## config.mk

```make
export PLATFORM = sky130hd
export DESIGN_NAME = ex_muldiv_unit_flat
export DESIGN_NICKNAME = d
export VERILOG_FILES = /design/src/rtl/ex_muldiv_unit_pkg.sv /design/src/rtl/ex_muldiv_unit_if.sv /design/src/rtl/muldiv_step.sv /design/src/rtl/ex_muldiv_unit.sv /design/src/flat_wrapper.sv
export SDC_FILE = /design/constraint.sdc
export NUM_CORES = 1
export LEC_CHECK = 0
export BUFFER_PORTS_ARGS = -buffer_cell sky130_fd_sc_hd__buf_4
export CAP_MARGIN = 20
export CELL_PAD_IN_SITES_DETAIL_PLACEMENT = 2
export CELL_PAD_IN_SITES_GLOBAL_PLACEMENT = 2
export CORE_MARGIN = 3
export CORE_UTILIZATION = 30
export CTS_CLUSTER_DIAMETER = 100
export CTS_CLUSTER_SIZE = 28
export DETAILED_ROUTE_END_ITERATION = 8
export GPL_TIMING_DRIVEN = 0
export PLACE_DENSITY_LB_ADDON = 0.12
export SYNTH_ARGS = -nofsm -noshare
export SYNTH_HDL_FRONTEND = slang
export SYNTH_HIERARCHICAL = 1
export SYNTH_SLANG_ARGS = --single-unit
```

## constraint.sdc

```tcl
create_clock -name clk -period 5.3 [get_ports clk]
set_input_delay 0.795 -clock clk [delete_from_list [all_inputs] [get_ports clk]]
set_output_delay 0.795 -clock clk [all_outputs]
set_load 0.01 [all_outputs]
```

## src/rtl/ex_muldiv_unit_pkg.sv

```systemverilog
// ex_muldiv_unit_pkg: state, opcode and divide-by-zero encodings
// shared by the iterative multiply/divide engine.
package ex_muldiv_unit_pkg;

  typedef enum logic [1:0] {
    MD_IDLE = 2'd0,
    MD_ZERO = 2'd1,
    MD_RUN  = 2'd2,
    MD_DONE = 2'd3
  } md_state_e;

  localparam logic MD_OP_MUL = 1'b0;
  localparam logic MD_OP_DIV = 1'b1;

  localparam logic MD_DZ_QUOT_BIT = 1'b1;

endpackage

```

## src/rtl/ex_muldiv_unit_if.sv

```systemverilog
// ex_muldiv_unit_if: EX-stage request/result bundle for the
// multiply/divide engine (master = EX, slave = engine).
interface ex_muldiv_unit_if #(
  parameter int DATA_W = 32
);
  logic                start_i;
  logic                op_i;
  logic                signed_i;
  logic [DATA_W-1:0]   opdata1_i;
  logic [DATA_W-1:0]   opdata2_i;
  logic                annul_i;
  logic [2*DATA_W-1:0] result_o;
  logic                ready_o;
  logic                busy_o;

  modport master (
    output start_i, op_i, signed_i,
    output opdata1_i, opdata2_i, annul_i,
    input  result_o, ready_o, busy_o
  );

  modport slave (
    input  start_i, op_i, signed_i,
    input  opdata1_i, opdata2_i, annul_i,
    output result_o, ready_o, busy_o
  );
endinterface

```

## src/rtl/muldiv_step.sv

```systemverilog
// muldiv_step: one combinational radix-2 iteration, shift-add for
// multiply or restoring subtract for divide, on a {hi, lo} accumulator.
module muldiv_step
  import ex_muldiv_unit_pkg::*;
#(
  parameter int DATA_W = 32
) (
  input  logic                op_i,
  input  logic [2*DATA_W-1:0] acc_i,
  input  logic [DATA_W-1:0]   opnd_i,
  output logic [2*DATA_W-1:0] acc_o,
  output logic                q_o
);

  logic [DATA_W:0]   sum;
  logic [DATA_W:0]   trial;
  logic [DATA_W-1:0] diff;
  logic              borrow;

  always_comb begin
    sum    = {1'b0, acc_i[2*DATA_W-1:DATA_W]} + {1'b0, opnd_i};
    trial  = acc_i[2*DATA_W-1:DATA_W-1];
    borrow = trial < {1'b0, opnd_i};
    // no-borrow difference always fits in DATA_W bits
    diff   = trial[DATA_W-1:0] - opnd_i;
    acc_o  = acc_i;
    q_o    = 1'b0;
    if (op_i == MD_OP_MUL) begin
      if (acc_i[0]) begin
        acc_o = {sum, acc_i[DATA_W-1:1]};
      end else begin
        acc_o = {1'b0, acc_i[2*DATA_W-1:1]};
      end
    end else begin
      q_o   = ~borrow;
      acc_o = {borrow ? trial[DATA_W-1:0] : diff,
               acc_i[DATA_W-2:0], 1'b0};
    end
  end

endmodule

```

## src/rtl/ex_muldiv_unit.sv

```systemverilog
// ex_muldiv_unit: iterative MULT/DIV engine for EX, result as {hi, lo}.
// Define MULDIV_ZERO_SKIP_EN to short-circuit zero-operand ops.
module ex_muldiv_unit
  import ex_muldiv_unit_pkg::*;
#(
  parameter int DATA_W = 32,
  parameter int CNT_W  = $clog2(DATA_W) + 1
) (
  input  logic              clk,
  input  logic              rst,
  ex_muldiv_unit_if.slave   md
);

  localparam int W2 = 2 * DATA_W;
  localparam logic [DATA_W-1:0] ONE  = DATA_W'(1);
  localparam logic [W2-1:0]     ONE2 = W2'(1);
  localparam logic [CNT_W-1:0]  LAST = CNT_W'(DATA_W - 1);

  md_state_e         state_q, state_d;
  logic [CNT_W-1:0]  cnt_q, cnt_d;
  logic [W2-1:0]     acc_q, acc_d;
  logic [W2-1:0]     res_q, res_d;
  logic [DATA_W-1:0] opnd_q, opnd_d;
  logic              op_q, op_d;
  logic              neg1_q, neg1_d;
  logic              neg2_q, neg2_d;
  logic              ready_q, ready_d;
  logic              busy_q, busy_d;

  logic [W2-1:0]     step_acc;
  logic              step_q;
  logic [W2-1:0]     fin;
  logic [DATA_W-1:0] mag1, mag2, quo, rem;
  logic              sneg1, sneg2, zskip;

  muldiv_step #(.DATA_W(DATA_W)) u_step (
    .op_i   (op_q),
    .acc_i  (acc_q),
    .opnd_i (opnd_q),
    .acc_o  (step_acc),
    .q_o    (step_q)
  );

  always_comb begin
    sneg1 = md.signed_i & md.opdata1_i[DATA_W-1];
    sneg2 = md.signed_i & md.opdata2_i[DATA_W-1];
    mag1  = sneg1 ? (~md.opdata1_i + ONE) : md.opdata1_i;
    mag2  = sneg2 ? (~md.opdata2_i + ONE) : md.opdata2_i;
`ifdef MULDIV_ZERO_SKIP_EN
    zskip = (md.op_i == MD_OP_MUL)
          ? (md.opdata1_i == '0 || md.opdata2_i == '0)
          : (md.opdata1_i == '0);
`else
    zskip = 1'b0;
`endif
    fin = {step_acc[W2-1:1], step_acc[0] | step_q};
    quo = fin[DATA_W-1:0];
    rem = fin[W2-1:DATA_W];
    if (neg1_q ^ neg2_q) quo = ~quo + ONE;
    if (neg1_q) rem = ~rem + ONE;

    state_d = state_q;
    cnt_d   = cnt_q;
    acc_d   = acc_q;
    res_d   = res_q;
    opnd_d  = opnd_q;
    op_d    = op_q;
    neg1_d  = neg1_q;
    neg2_d  = neg2_q;

    unique case (state_q)
      MD_IDLE: begin
        if (md.start_i) begin
          op_d   = md.op_i;
          neg1_d = sneg1;
          neg2_d = sneg2;
          cnt_d  = '0;
          if (md.op_i == MD_OP_DIV) begin
            opnd_d = mag2;
            acc_d  = {{DATA_W{1'b0}}, mag1};
          end else begin
            opnd_d = mag1;
            acc_d  = {{DATA_W{1'b0}}, mag2};
          end
          if (md.op_i == MD_OP_DIV && md.opdata2_i == '0) begin
            state_d = MD_ZERO;
            acc_d   = {md.opdata1_i, {DATA_W{MD_DZ_QUOT_BIT}}};
          end else if (zskip) begin
            state_d = MD_ZERO;
            acc_d   = '0;
          end else begin
            state_d = MD_RUN;
          end
        end
      end
      MD_ZERO: begin
        state_d = MD_DONE;
        res_d   = acc_q;
      end
      MD_RUN: begin
        acc_d = fin;
        cnt_d = cnt_q + CNT_W'(1);
        if (cnt_q == LAST) begin
          state_d = MD_DONE;
          if (op_q == MD_OP_DIV) begin
            res_d = {rem, quo};
          end else begin
            res_d = (neg1_q ^ neg2_q) ? (~fin + ONE2) : fin;
          end
        end
      end
      MD_DONE: begin
        if (!md.start_i) state_d = MD_IDLE;
      end
      default: state_d = MD_IDLE;
    endcase

    // abort wins over a fresh start and over completion
    if (md.annul_i) begin
      state_d = MD_IDLE;
      res_d   = res_q;
    end

    ready_d = (state_d == MD_DONE);
    busy_d  = (state_d == MD_RUN) || (state_d == MD_ZERO);
  end

  always_ff @(posedge clk or negedge rst) begin
    if (!rst) begin
      state_q <= MD_IDLE;
      cnt_q   <= '0;
      acc_q   <= '0;
      res_q   <= '0;
      opnd_q  <= '0;
      op_q    <= 1'b0;
      neg1_q  <= 1'b0;
      neg2_q  <= 1'b0;
      ready_q <= 1'b0;
      busy_q  <= 1'b0;
    end else begin
      state_q <= state_d;
      cnt_q   <= cnt_d;
      acc_q   <= acc_d;
      res_q   <= res_d;
      opnd_q  <= opnd_d;
      op_q    <= op_d;
      neg1_q  <= neg1_d;
      neg2_q  <= neg2_d;
      ready_q <= ready_d;
      busy_q  <= busy_d;
    end
  end

  assign md.result_o = res_q;
  assign md.ready_o  = ready_q;
  assign md.busy_o   = busy_q;

endmodule

```

## src/flat_wrapper.sv

```systemverilog
// flat-port wrapper written by rule: the top's interface ports become plain ports
module ex_muldiv_unit_flat import ex_muldiv_unit_pkg::*;
#(
  parameter int DATA_W = 32,
  parameter int CNT_W  = $clog2(DATA_W) + 1
)
  (clk, rst, md_start_i, md_op_i, md_signed_i, md_opdata1_i, md_opdata2_i, md_annul_i, md_result_o, md_ready_o, md_busy_o);
  ex_muldiv_unit_if #(.DATA_W(DATA_W)) md_i ();
  input  logic clk;
  input  logic rst;
  input wire logic [$bits(md_i.start_i)-1:0] md_start_i;
  input wire logic [$bits(md_i.op_i)-1:0] md_op_i;
  input wire logic [$bits(md_i.signed_i)-1:0] md_signed_i;
  input wire logic [$bits(md_i.opdata1_i)-1:0] md_opdata1_i;
  input wire logic [$bits(md_i.opdata2_i)-1:0] md_opdata2_i;
  input wire logic [$bits(md_i.annul_i)-1:0] md_annul_i;
  output wire logic [$bits(md_i.result_o)-1:0] md_result_o;
  output wire logic [$bits(md_i.ready_o)-1:0] md_ready_o;
  output wire logic [$bits(md_i.busy_o)-1:0] md_busy_o;
  assign md_i.start_i = md_start_i;
  assign md_i.op_i = md_op_i;
  assign md_i.signed_i = md_signed_i;
  assign md_i.opdata1_i = md_opdata1_i;
  assign md_i.opdata2_i = md_opdata2_i;
  assign md_i.annul_i = md_annul_i;
  assign md_result_o = md_i.result_o;
  assign md_ready_o = md_i.ready_o;
  assign md_busy_o = md_i.busy_o;
  ex_muldiv_unit #(.DATA_W(DATA_W), .CNT_W(CNT_W)) u_core (.clk(clk), .rst(rst), .md(md_i));
endmodule
```

== After elaboration in Yosys (flattened, before gate mapping) ==
Index checks and enable logic that the tools add are counted.

* Output and inout bits: 66
* Input port bits: 70
* Register bits after elaboration: 173
* Logic and storage cells: 73

* Mux-type cells: 25
* Bitwise operators: 11
* Add/subtract/negate cells: 8
* Equal/unequal tests: 9
* Magnitude comparators: 1
* Reduce and logical (&&, ||, !) cells: 9

{| class="wikitable"
|+ Operator list
! operator !! number
|-
| two-way mux 64 bit || 7
|-
| one-hot mux 64 bit (2 select lines) || 2
|-
| two-way mux 32 bit || 7
|-
| adder 32 x 1 -> 32 bit, second input constant || 4
|-
| inverter 32 bit || 4
|-
| adder 64 x 1 -> 64 bit, second input constant || 1
|-
| inverter 64 bit || 1
|-
| adder 32 x 32 -> 33 bit || 1
|-
| < comparator 33 x 32 -> 1 bit || 1
|-
| logical NOT 32 bit || 1
|-
| subtractor 32 bit || 1
|-
| one-hot mux 6 bit (2 select lines) || 1
|-
| two-way mux 2 bit || 5
|-
| == test 2 bit, second input constant || 4
|-
| one-hot mux 2 bit (4 select lines) || 1
|-
| adder 6 x 1 -> 6 bit, second input constant || 1
|-
| == test 6 x 5 -> 1 bit, second input constant || 1
|-
| two-way mux 6 bit || 1
|-
| == test 2 x 1 -> 1 bit, second input constant || 2
|-
| AND reduction 2 bit || 2
|-
| nonzero test 2 bit || 2
|-
| AND reduction 3 bit || 1
|-
| bitwise AND 1 bit || 2
|-
| logical NOT 2 bit || 1
|-
| other kinds (8) || 9
|}

== Longest topological paths before layout ==
Gate-level depths: netlist (run 1).

* Depth after elaboration: 10
* Mapped depth: 21
* Depth with buffers taken out: 18

== Modules after synthesis ==
The synthesis (run 1) kept the hierarchy.

{| class="wikitable"
|+ By module, submodules not included
! module !! cells each !! instances !! area an instance (um2) !! sequential area each (um2)
|-
| ex_muldiv_unit || 1,318 || 1 || 11,322.1 || 4,329.2
|-
| muldiv_step || 741 || 1 || 4,957.3 || 0.0
|}

== Least setup slack after synthesis (run 1) ==
Ideal clock, no wire load.

* Kind: register -> register
* Start point: reg u_core.acc_q[39]
* End point: reg u_core.res_q[58] (netlist: u_core/md.result_o[58])
* Data required time: 5.223 ns
* Path buffers: 4
* Library setup time: 0.077 ns
* Stages on the path, launching flop included: 20
* Path slack: 0.973 ns
* Arrival time: 4.250 ns
* Clock period less this slack: 4.327 ns
* Cells stage by stage: dfrtp_1 > ha_1 > buf_4 > nand2_1 > o211a_1 > nor4_4 > nor3_4 > a21boi_4 > a31oi_4 > buf_6 > buf_2 > a21oi_1 > a21oi_1 > clkbuf_1 > or4_1 > or4_1 > o41ai_1 > a21o_1 > nand3_1 > a21oi_1

* Elaborated cells on any way between the ends: 18
* Those cells by class: 4 x add/sub; 1 x order compare; 9 x mux; 4 x bitwise

{| class="wikitable"
|+ RTL lines
! what !! RTL line !! text
|-
| start, declared || ex_muldiv_unit.sv:21 || <nowiki>logic [W2-1:0] acc_q, acc_d;</nowiki>
|-
| start signal, assigned || ex_muldiv_unit.sv:132 || <nowiki>acc_q <= '0;</nowiki>
|-
| start signal, assigned || ex_muldiv_unit.sv:143 || <nowiki>acc_q <= acc_d;</nowiki>
|-
| adder 32 x 32 -> 33 bit / < comparator 33 x 32 -> 1 bit (equally long branches) || muldiv_step.sv:21, muldiv_step.sv:23 ||
|-
| two-way mux 64 bit / two-way mux 32 bit (equally long branches) || muldiv_step.sv:29, muldiv_step.sv:36 ||
|-
| two-way mux 64 bit (*) || muldiv_step.sv:28 || <nowiki>if (op_i == MD_OP_MUL) begin</nowiki>
|-
| named net u_core.step_acc[38] || ex_muldiv_unit.sv:30 || <nowiki>logic [W2-1:0] step_acc;</nowiki>
|-
| inverter 64 bit / inverter 32 bit (equally long branches) || ex_muldiv_unit.sv:108, ex_muldiv_unit.sv:60 ||
|-
| adder 64 x 1 -> 64 bit / adder 32 x 1 -> 32 bit (equally long branches) || ex_muldiv_unit.sv:108, ex_muldiv_unit.sv:60 ||
|-
| two-way mux 64 bit / two-way mux 32 bit (equally long branches) || ex_muldiv_unit.sv:108, ex_muldiv_unit.sv:60 ||
|-
| two-way mux 64 bit (*) || ex_muldiv_unit.sv:105 || <nowiki>if (op_q == MD_OP_DIV) begin</nowiki>
|-
| two-way mux 64 bit (*) || ex_muldiv_unit.sv:103 || <nowiki>if (cnt_q == LAST) begin</nowiki>
|-
| one-hot mux 64 bit (2 select lines) (*) || ex_muldiv_unit.sv:71 || <nowiki>unique case (state_q)</nowiki>
|-
| end signal, assigned || ex_muldiv_unit.sv:144 || <nowiki>res_q <= res_d;</nowiki>
|-
| end, declared || ex_muldiv_unit.sv:22 || <nowiki>logic [W2-1:0] res_q, res_d;</nowiki>
|}

The timed path passes the listed nets; every way through them passes the cells marked *. The select of a mux whose other input is x is not followed.
A chain may end at the register's enable or synchronous reset.

== Worst setup path after layout (run 1) ==
Ends and elaborated chain as after synthesis.

==> out/metrics.yaml, run 1 <==
logic_synthesis:
  synth_edf_count: 0
  yosysWarnings: 6
  syn_avg_cell_area_sq_um: 7.91
  ys_seq_area_share_pct: 26.6
  syn_nets: 2205
  syn_area_sq_um: 16300
  synth_cells: 2059
  ys_types: 93
  synthArstFlopShare_pct: 100
  ys_seq_elements: 173
  synth_ff_type: "dfrtp_1"
timing:
  setup_viol: 0
  clock_skew_ps: 16.9
  worst_slack_ps: 116
  period_share_pct: 97.8
  period_minus_slack_ps: 5180
  slew_headroom_pct: 18.9
  fmax_mhz: 193
  maxSlewViolCount: 0
  hold_violations: 0
  worstMarginPinSlew_ps: 1220
floorplan:
  core_sq_um: 53100
  die_width_microns: 239
  fp-row-count: 84
  ioPinCount: 136
  design.die.area_sq_um: 57100
  die_h_microns: 239
  start_util_pct: 30.7
detailed_routing:
  drt-vias-per-instance: 6.10
  wl_per_cell_microns: 30.3
  ant_nets: 0
  drt_pass1_iterations: 5
  drt_iter0_drc: 1317
  route.detailed.drc: 0
  vias: 18000
  wirelength_microns: 89300
critical_path:
  start_kind: "flip-flop"
  slowest_delay_ps: 580
  cpMaxStageDelayCell: "or4_4"
  path_delay_family: "compound AO/OA/AOI/OAI gates"
  path_buf_inv: 4
  cp.arrival_ps: 5610
  required_ps: 5730
  critical_path_class: "flip-flop to flip-flop"
  cp_max_fo: 10
  critical_path_depth: 20
  cp-end-kind: "flip-flop"
  cpMostUsedCell: "a21oi_1"
  path_cells: "ha_1 -> buf_4 -> a21oi_1 -> o211a_1 -> nor4_4 -> nor3_4 -> a21boi_4 -> buf_12 -> a31oi_4 -> buf_4 -> nor2_1 -> a21oi_1 -> a21oi_1 -> buf_6 -> or4_4 -> or4_4 -> o41ai_4 -> a21o_1 -> nand3_1 -> a21oi_2"
  reg2regPathDepth: 20
power_and_ir_drop:
  pwr-share-seq_pct: 17.7
  finalPower_w: 0.0160
  p_comb_share_pct: 74.0
  clkPwrFrac_pct: 8.3
  ir_drop_uv: 308
  leakagePower_nw: 8.11
  intPower_w: 0.00670
  powerDensity_nw_per_um2: 827
  p_sw_share_pct: 58.2
  p_sw_w: 0.00934
final_layout:
  syn2layout_area_growth_pct: 19.1
  instances_no_fill: 2946
  fin_util_pct: 36.5
  layout.nets: 2389
  fill_cells: 6077
  drive_gt1_share_pct: 16.4
global_routing:
  track_usage_pct: 31.1
  antenna_found_initial: 5
  grt-ovfl-total: 0
  grt_pass1_wl_microns: 131000
  grt_pass1_vias: 19200
  grt_max_degree: 110
clocking:
  hold_buffers: 0
  cts_tree: "yes"
  cts_made_buffers: 17
  clk_pin_slew_ps: 80
  clock_path_buffers: 2
  cts_sinks: 173
  clock_latency_ps: 510
  cts_max_level: 4
  cts_root_buf: "clkbuf_16"
placement:
  dp_cells: 2883
  place.gp.congestion: 0.935
  dp_hpwl_microns: 71600
  place_ws_ps: -1020
  port_buffers: 133
outcome:
  status: "completed"
min_path:
  hold_path.class: "input port to async pin"
run:
  maxCapViolCount: 0
==> cell type report <==
cell class	instances	area (sq um)	share of cell area, %
antenna	2	5.00	0.0258
buffer	131	579	2.99
clock buffer	17	425	2.19
clock inverter	15	171	0.884
inverter	66	248	1.28
multi-input combinational	1688	11500	59.2
sequential	173	4340	22.4
tap	688	861	4.44
timing repair buffer	166	1280	6.60
==> metrics by stage <==
stage | hold slack, ps | instance area, sq um | TNS (ps)
finish | 233 | 19400 | 0
global route | 264 | 19400 | -163
CTS | 227 | 19000 | 0
detailed placement | 474 | 18200 | -26320
global placement | 469 | 18100 | -21300
floorplan | 464 | 16300 | 0
==> flip-flops by register name, summed over array words and instances, names as in the netlist <==
signal	flops
u_core/neg2_q	1
u_core/cnt_q	6
u_core/md.busy_o	1
u_core/md.result_o	64
u_core/opnd_q	32
u_core/op_q	1
u_core/state_q	2
u_core/neg1_q	1
u_core/md.ready_o	1
u_core/acc_q	64
==> final timing paths <==
path / start / to / slack, ps
worst max-delay path: u_core/acc_q[39]$_DFFE_PN0P_ / u_core/md.result_o[58]$_DFFE_PN0P_ / 120
worst min-delay path: rst / u_core/md.result_o[14]$_DFFE_PN0P_ / 230
worst max register to register: u_core/acc_q[39]$_DFFE_PN0P_ / u_core/md.result_o[58]$_DFFE_PN0P_ / 120
worst min register to register: u_core/md.result_o[40]$_DFFE_PN0P_ / u_core/md.result_o[40]$_DFFE_PN0P_ / 490
max in group asynchronous: rst / u_core/acc_q[38]$_DFFE_PN0P_ / 4060
min in group clk: u_core/md.result_o[40]$_DFFE_PN0P_ / u_core/md.result_o[40]$_DFFE_PN0P_ / 490
==> layout by cell type (no fill, tap or decap), types with 17 or more instances in the layout <==
| cell | netlist | final |
|---|---|---|
| a21oi_1 | 160 | 152 |
| o221ai_1 | 22 | 22 |
| clkbuf_16 | 0 | 17 |
| nand4_1 | 24 | 24 |
| mux2_2 | 60 | 60 |
| or3_1 | 41 | 40 |
| xor2_1 | 58 | 58 |
| a22oi_1 | 31 | 28 |
| o31ai_1 | 22 | 21 |
| and3_1 | 26 | 25 |
| nand3_1 | 33 | 32 |
| a21o_1 | 42 | 42 |
| inv_1 | 65 | 65 |
| xnor2_1 | 64 | 63 |
| dfrtp_1 | 173 | 163 |
| ha_1 | 74 | 72 |
| nand2b_1 | 28 | 28 |
| nand2_1 | 233 | 233 |
| buf_4 | 8 | 167 |
| mux2i_1 | 52 | 52 |
| nor2_1 | 135 | 133 |
| a211oi_1 | 30 | 28 |
| nor2b_1 | 19 | 19 |
| clkbuf_1 | 103 | 100 |
| nor3_1 | 58 | 54 |
| nor4_1 | 28 | 20 |
| a31oi_1 | 41 | 39 |
| o21ai_1 | 18 | 22 |
| o21ai_0 | 173 | 168 |
==> synth_stat cells (all sizes together), types with 23 or more instances <==
cell type | count | share of area [%]
nand2 | 233 | 5.4
a21o | 42 | 1.9
nor2 | 137 | 3.2
mux2i | 52 | 3.2
a31oi | 42 | 1.7
a22oi | 31 | 1.4
a211oi | 31 | 1.5
clkbuf | 103 | 2.4
buf | 29 | 1.0
nor3 | 60 | 1.9
nor4 | 31 | 1.4
nand3 | 33 | 1.0
xor2 | 58 | 3.1
o21ai | 192 | 5.9
xnor2 | 64 | 3.4
nand4 | 24 | 0.92
ha | 74 | 5.7
dfrtp | 173 | 27
or3 | 43 | 1.7
a21oi | 160 | 4.9
and3 | 26 | 1.0
mux2 | 62 | 4.3
o31ai | 23 | 1.1
inv | 65 | 1.5
nand2b | 28 | 1.1
==> cell families after synthesis <==
logic type,share of synthesized area [%]
mux,7.49
compound gates,27.8
fa+ha+maj,5.93
buf+inv,4.91
flops,26.6
simple gates,20.8
xor+xnor,6.56
==> power by group through the flow <==
| stage | Combinational, W | Clock (W) | Sequential [W] |
|---|---|---|---|
| after CTS | 0.0112 | 0.00136 | 0.00284 |
| final | 0.0119 | 0.00133 | 0.00284 |
| after detailed placement | 0.0109 | 0 | 0.00286 |
| after global routing | 0.0128 | 0.00140 | 0.00290 |
| after floorplan | 0.00681 | 0 | 0.00244 |
| after global placement | 0.0106 | 0 | 0.00283 |
==> repair_timing <==
item,4_1_cts,5_1_grt
endpoints found under the hold margin,0,0
setup buffers,11,15
gates resized for setup,32,57
pin swaps,4,12
setup endpoints to repair,51,32
==> metal layers <==
metal / vias up / track usage (%) / wire [microns]
met1: 9374 / 40.0 / 38500
met2: 444 / 52.9 / 43000
met4: 4 / 12.6 / 3680
met5: - / 0 / 22
met3: 134 / 4.15 / 4010
li1: 8013 / - / -
(Power assumes the default switching activity.)
==> run 2, diff against run 1 <==
SYNTH_HIERARCHICAL = unset   (was 1)
clock period = 5.42 ns   (was 5.3 ns; I/O delays follow)
==> out/metrics.yaml, run 2 <==
final_layout:
  fill_cells: 6678  # +9.9%
  multi_input_area_sq_um: 12200  # +6.0%
  layout_common_cells: "nand2_1, a21oi_1, o21ai_0, nor2_1, dfrtp_1"
  layout.nets: 2581  # +8.0%
  drive_gt1_share_pct: 12.4  # -4.0 points
  final_area_sq_um: 20000  # +3.1%
  final_common_cell: "nand2_1"
  syn2layout_area_growth_pct: 15.6
  regArea_sq_um: 4340  # about the same
  instances_no_fill: 3205  # +8.8%
logic_synthesis:
  synth_cells: 2276  # +11%
  yosys.area.top_type_share_pct: 25.0  # -1.6 points
  yosys-top-cells-count: "nand2_1, a21oi_1, o21ai_0, dfrtp_1, nor2_1"
  ys_seq_area_share_pct: 25.0  # -1.6 points
  syn_nets: 2422  # +9.8%
  synth_edf_count: 0  # unchanged
  yosysWarnings: 0  # -6
  synthArstFlopShare_pct: 100  # unchanged
  synth.most_common_cell: "nand2_1"
  synth.area.top_cells: "dfrtp_1, a21oi_1, o21ai_0"
  ys_seq_elements: 173  # unchanged
  syn_area_sq_um: 17300  # +6.3%
  synth_ff_type: "dfrtp_1"
  syn_avg_cell_area_sq_um: 7.60  # -3.8%
  ys_types: 111  # +19%
  synth_top_area_cell: "dfrtp_1"
clocking:
  cts_tree: "yes"
  clock_path_buffers: 2  # unchanged
  clock_latency_ps: 490  # -20 ps
  cts_sinks: 173  # unchanged
  clk_pin_slew_ps: 80  # about the same
  cts_max_level: 4  # unchanged
  cts_root_buf: "clkbuf_16"
  cts_made_buffers: 17  # unchanged
  hold_buffers: 0  # unchanged
timing:
  hold_violations: 0  # unchanged
  period_share_pct: 96.2  # -1.6 points
  finalSetupTns_ps: 0  # unchanged
  slew_headroom_pct: 21.7  # +2.8 points
  fmax_mhz: 192  # -0.55%
  setup_viol: 0  # unchanged
  worstMarginPinSlew_ps: 1170  # -42.1 ps
  maxSlewViolCount: 0  # unchanged
  period_minus_slack_ps: 5210  # +28.7 ps
  clock_skew_ps: 15.4  # -1.50 ps
power_and_ir_drop:
  finalPower_w: 0.0162  # +0.74%
  ir_drop_uv: 301  # -2.3%
  leakagePower_nw: 8.44  # +4.1%
  powerDensity_nw_per_um2: 808  # -2.3%
critical_path:
  cp-end-kind: "flip-flop"
  slowest_delay_ps: 520  # -60 ps
  cp_max_fo: 8  # -2
  cpMaxStageDelayCell: "dfrtp_1"
  cp.arrival_ps: 5550  # -60 ps
  critical_path_class: "flip-flop to flip-flop"
  start_kind: "flip-flop"
  required_ps: 5750  # +20 ps
  path_cells: "inv_1 -> ha_1 -> clkbuf_2 -> a21oi_1 -> o21ai_0 -> a211oi_4 -> buf_4 -> o21bai_4 -> o31ai_4 -> ha_2 -> o221ai_1 -> nor4_2 -> and2_4 -> nand4_1 -> nand2_2 -> a21oi_1 -> o41ai_2 -> a31oi_1 -> xor2_1 -> mux2i_2 -> o21ai_0"
global_routing:
  antenna_found_initial: 3  # -2
  grt_pass1_wl_microns: 142000  # +8.4%
  grt_max_degree: 95  # -14%
  grt_pass1_vias: 20500  # +7.1%
  track_usage_pct: 31.9  # +0.73 points
  grt-ovfl-total: 0  # unchanged
floorplan:
  die_width_microns: 246  # +3.0%
  core_sq_um: 56700  # +6.9%
  start_util_pct: 30.5  # -0.16 points
  ioPinCount: 136  # unchanged
  fp-row-count: 87  # +3.6%
  die_h_microns: 246  # +3.0%
  design.die.area_sq_um: 60600  # +6.1%
detailed_routing:
  drt_pass1_iterations: 5  # unchanged
  wl_per_cell_microns: 30.3  # +0.13%
  drt-vias-per-instance: 6.08  # -0.28%
  wirelength_microns: 97200  # +8.9%
  drt_iter0_drc: 1449  # +10%
  vias: 19500  # +8.5%
  ant_nets: 0  # unchanged
  route.detailed.drc: 0  # unchanged
placement:
  dp_hpwl_microns: 79700  # +11%
  port_buffers: 133  # unchanged
  dp_cells: 3166  # +9.8%
  dpl-instance-area_sq_um: 19300  # +6.0%
  place.gp.congestion: 0.955  # +2.1%
outcome:
  status: "completed"
run:
  maxCapViolCount: 0  # unchanged
min_path:
  hold_path.class: "input port to async pin"
-- run 2: cell types whose count changed after synthesis, sizes merged, moves of 14 or more --
cell	change
a21oi	+74
a22oi	-28
and3	+35
buf	+14
mux2	-51
mux2i	+40
nand2	+34
nor2	+35
o211ai	+14
o21ai	+38
o221ai	-21
or3	-19
-- run 2: cell families after synthesis --
group,count (synthesis),share of synthesized area [%]
buf+inv,217,5.08
compound gates,800,29.6
mux,103,6.04
fa+ha+maj,76,5.58
flops,173,25.0
simple gates,776,22.1
xor+xnor,131,6.63
-- run 2: path summary, 6_finish.rpt --
kind | cells after the start | slack [ps] | startpoint | end
min in group clk | 2 | 490 | u_core.md.result_o[17]$_DFFE_PN0P_ | u_core.md.result_o[17]$_DFFE_PN0P_
worst min-delay path | 1 | 300 | rst | u_core.md.result_o[0]$_DFFE_PN0P_
max in group asynchronous | 2 | 4130 | rst | u_core.opnd_q[19]$_DFFE_PN0P_
worst max register to register | 21 | 210 | u_core.opnd_q[24]$_DFFE_PN0P_ | u_core.md.result_o[50]$_DFFE_PN0P_
worst min register to register | 2 | 490 | u_core.md.result_o[17]$_DFFE_PN0P_ | u_core.md.result_o[17]$_DFFE_PN0P_
worst max-delay path | 21 | 210 | u_core.opnd_q[24]$_DFFE_PN0P_ | u_core.md.result_o[50]$_DFFE_PN0P_
-- run 2: metrics by stage --
step / util (%) / setup slack, ps / hold WS, ps
global route: 35.3 / -2.37 / 338
CTS: 35.1 / 29.4 / 329
global placement: 33.9 / -944 / 471
finish: 35.3 / 207 / 296
floorplan: - / 1270 / 444
detailed placement: 34.0 / -1030 / 475
-- run 2: layout make-up --
type	count	area share, %
Inverter	63	1.18
Clock inverter	15	0.751
Multi-Input combinational cell	1886	60.9
Clock buffer	17	2.13
Tap cell	756	4.73
Buffer	153	3.20
Antenna cell	1	0.0125
Sequential cell	173	21.7
Timing Repair Buffer	141	5.42
-- run 2: power by group --
part | total (W) | internal [W] | switching, W
Combinational | 0.0122 | 0.00390 | 0.00829
Sequential | 0.00268 | 0.00186 | 0.000820
Clock | 0.00130 | 0.000650 | 0.000649
-- run 2: repair_timing --
item	CTS	global route
endpoints found under the hold margin	0	0
buffers inserted	3	1
gates resized for setup	16	17
pin swaps	2	2
setup endpoints to repair	16	11
-- run 2: metal layers --
layer / vias to the layer above / part of all wire, % / wire [microns] / GRT usage, %
met4: 0 / 4.3 / 4190 / 13.4
met3: 156 / 5.3 / 5200 / 4.90
li1: 8677 / - / - / -
met1: 10100 / 44 / 42600 / 41.4
met5: - / 0 / 0 / 0
met2: 579 / 47 / 45300 / 52.5
-- run 2: critical path: cells and delay by family (launching register included) --
kind | cells | cell delay, ps
fa+ha+maj | 2 | 600
buf+inv | 3 | 460
xor+xnor | 1 | 170
compound gates | 10 | 2040
simple gates | 4 | 990
flops | 1 | 520
mux | 1 | 270
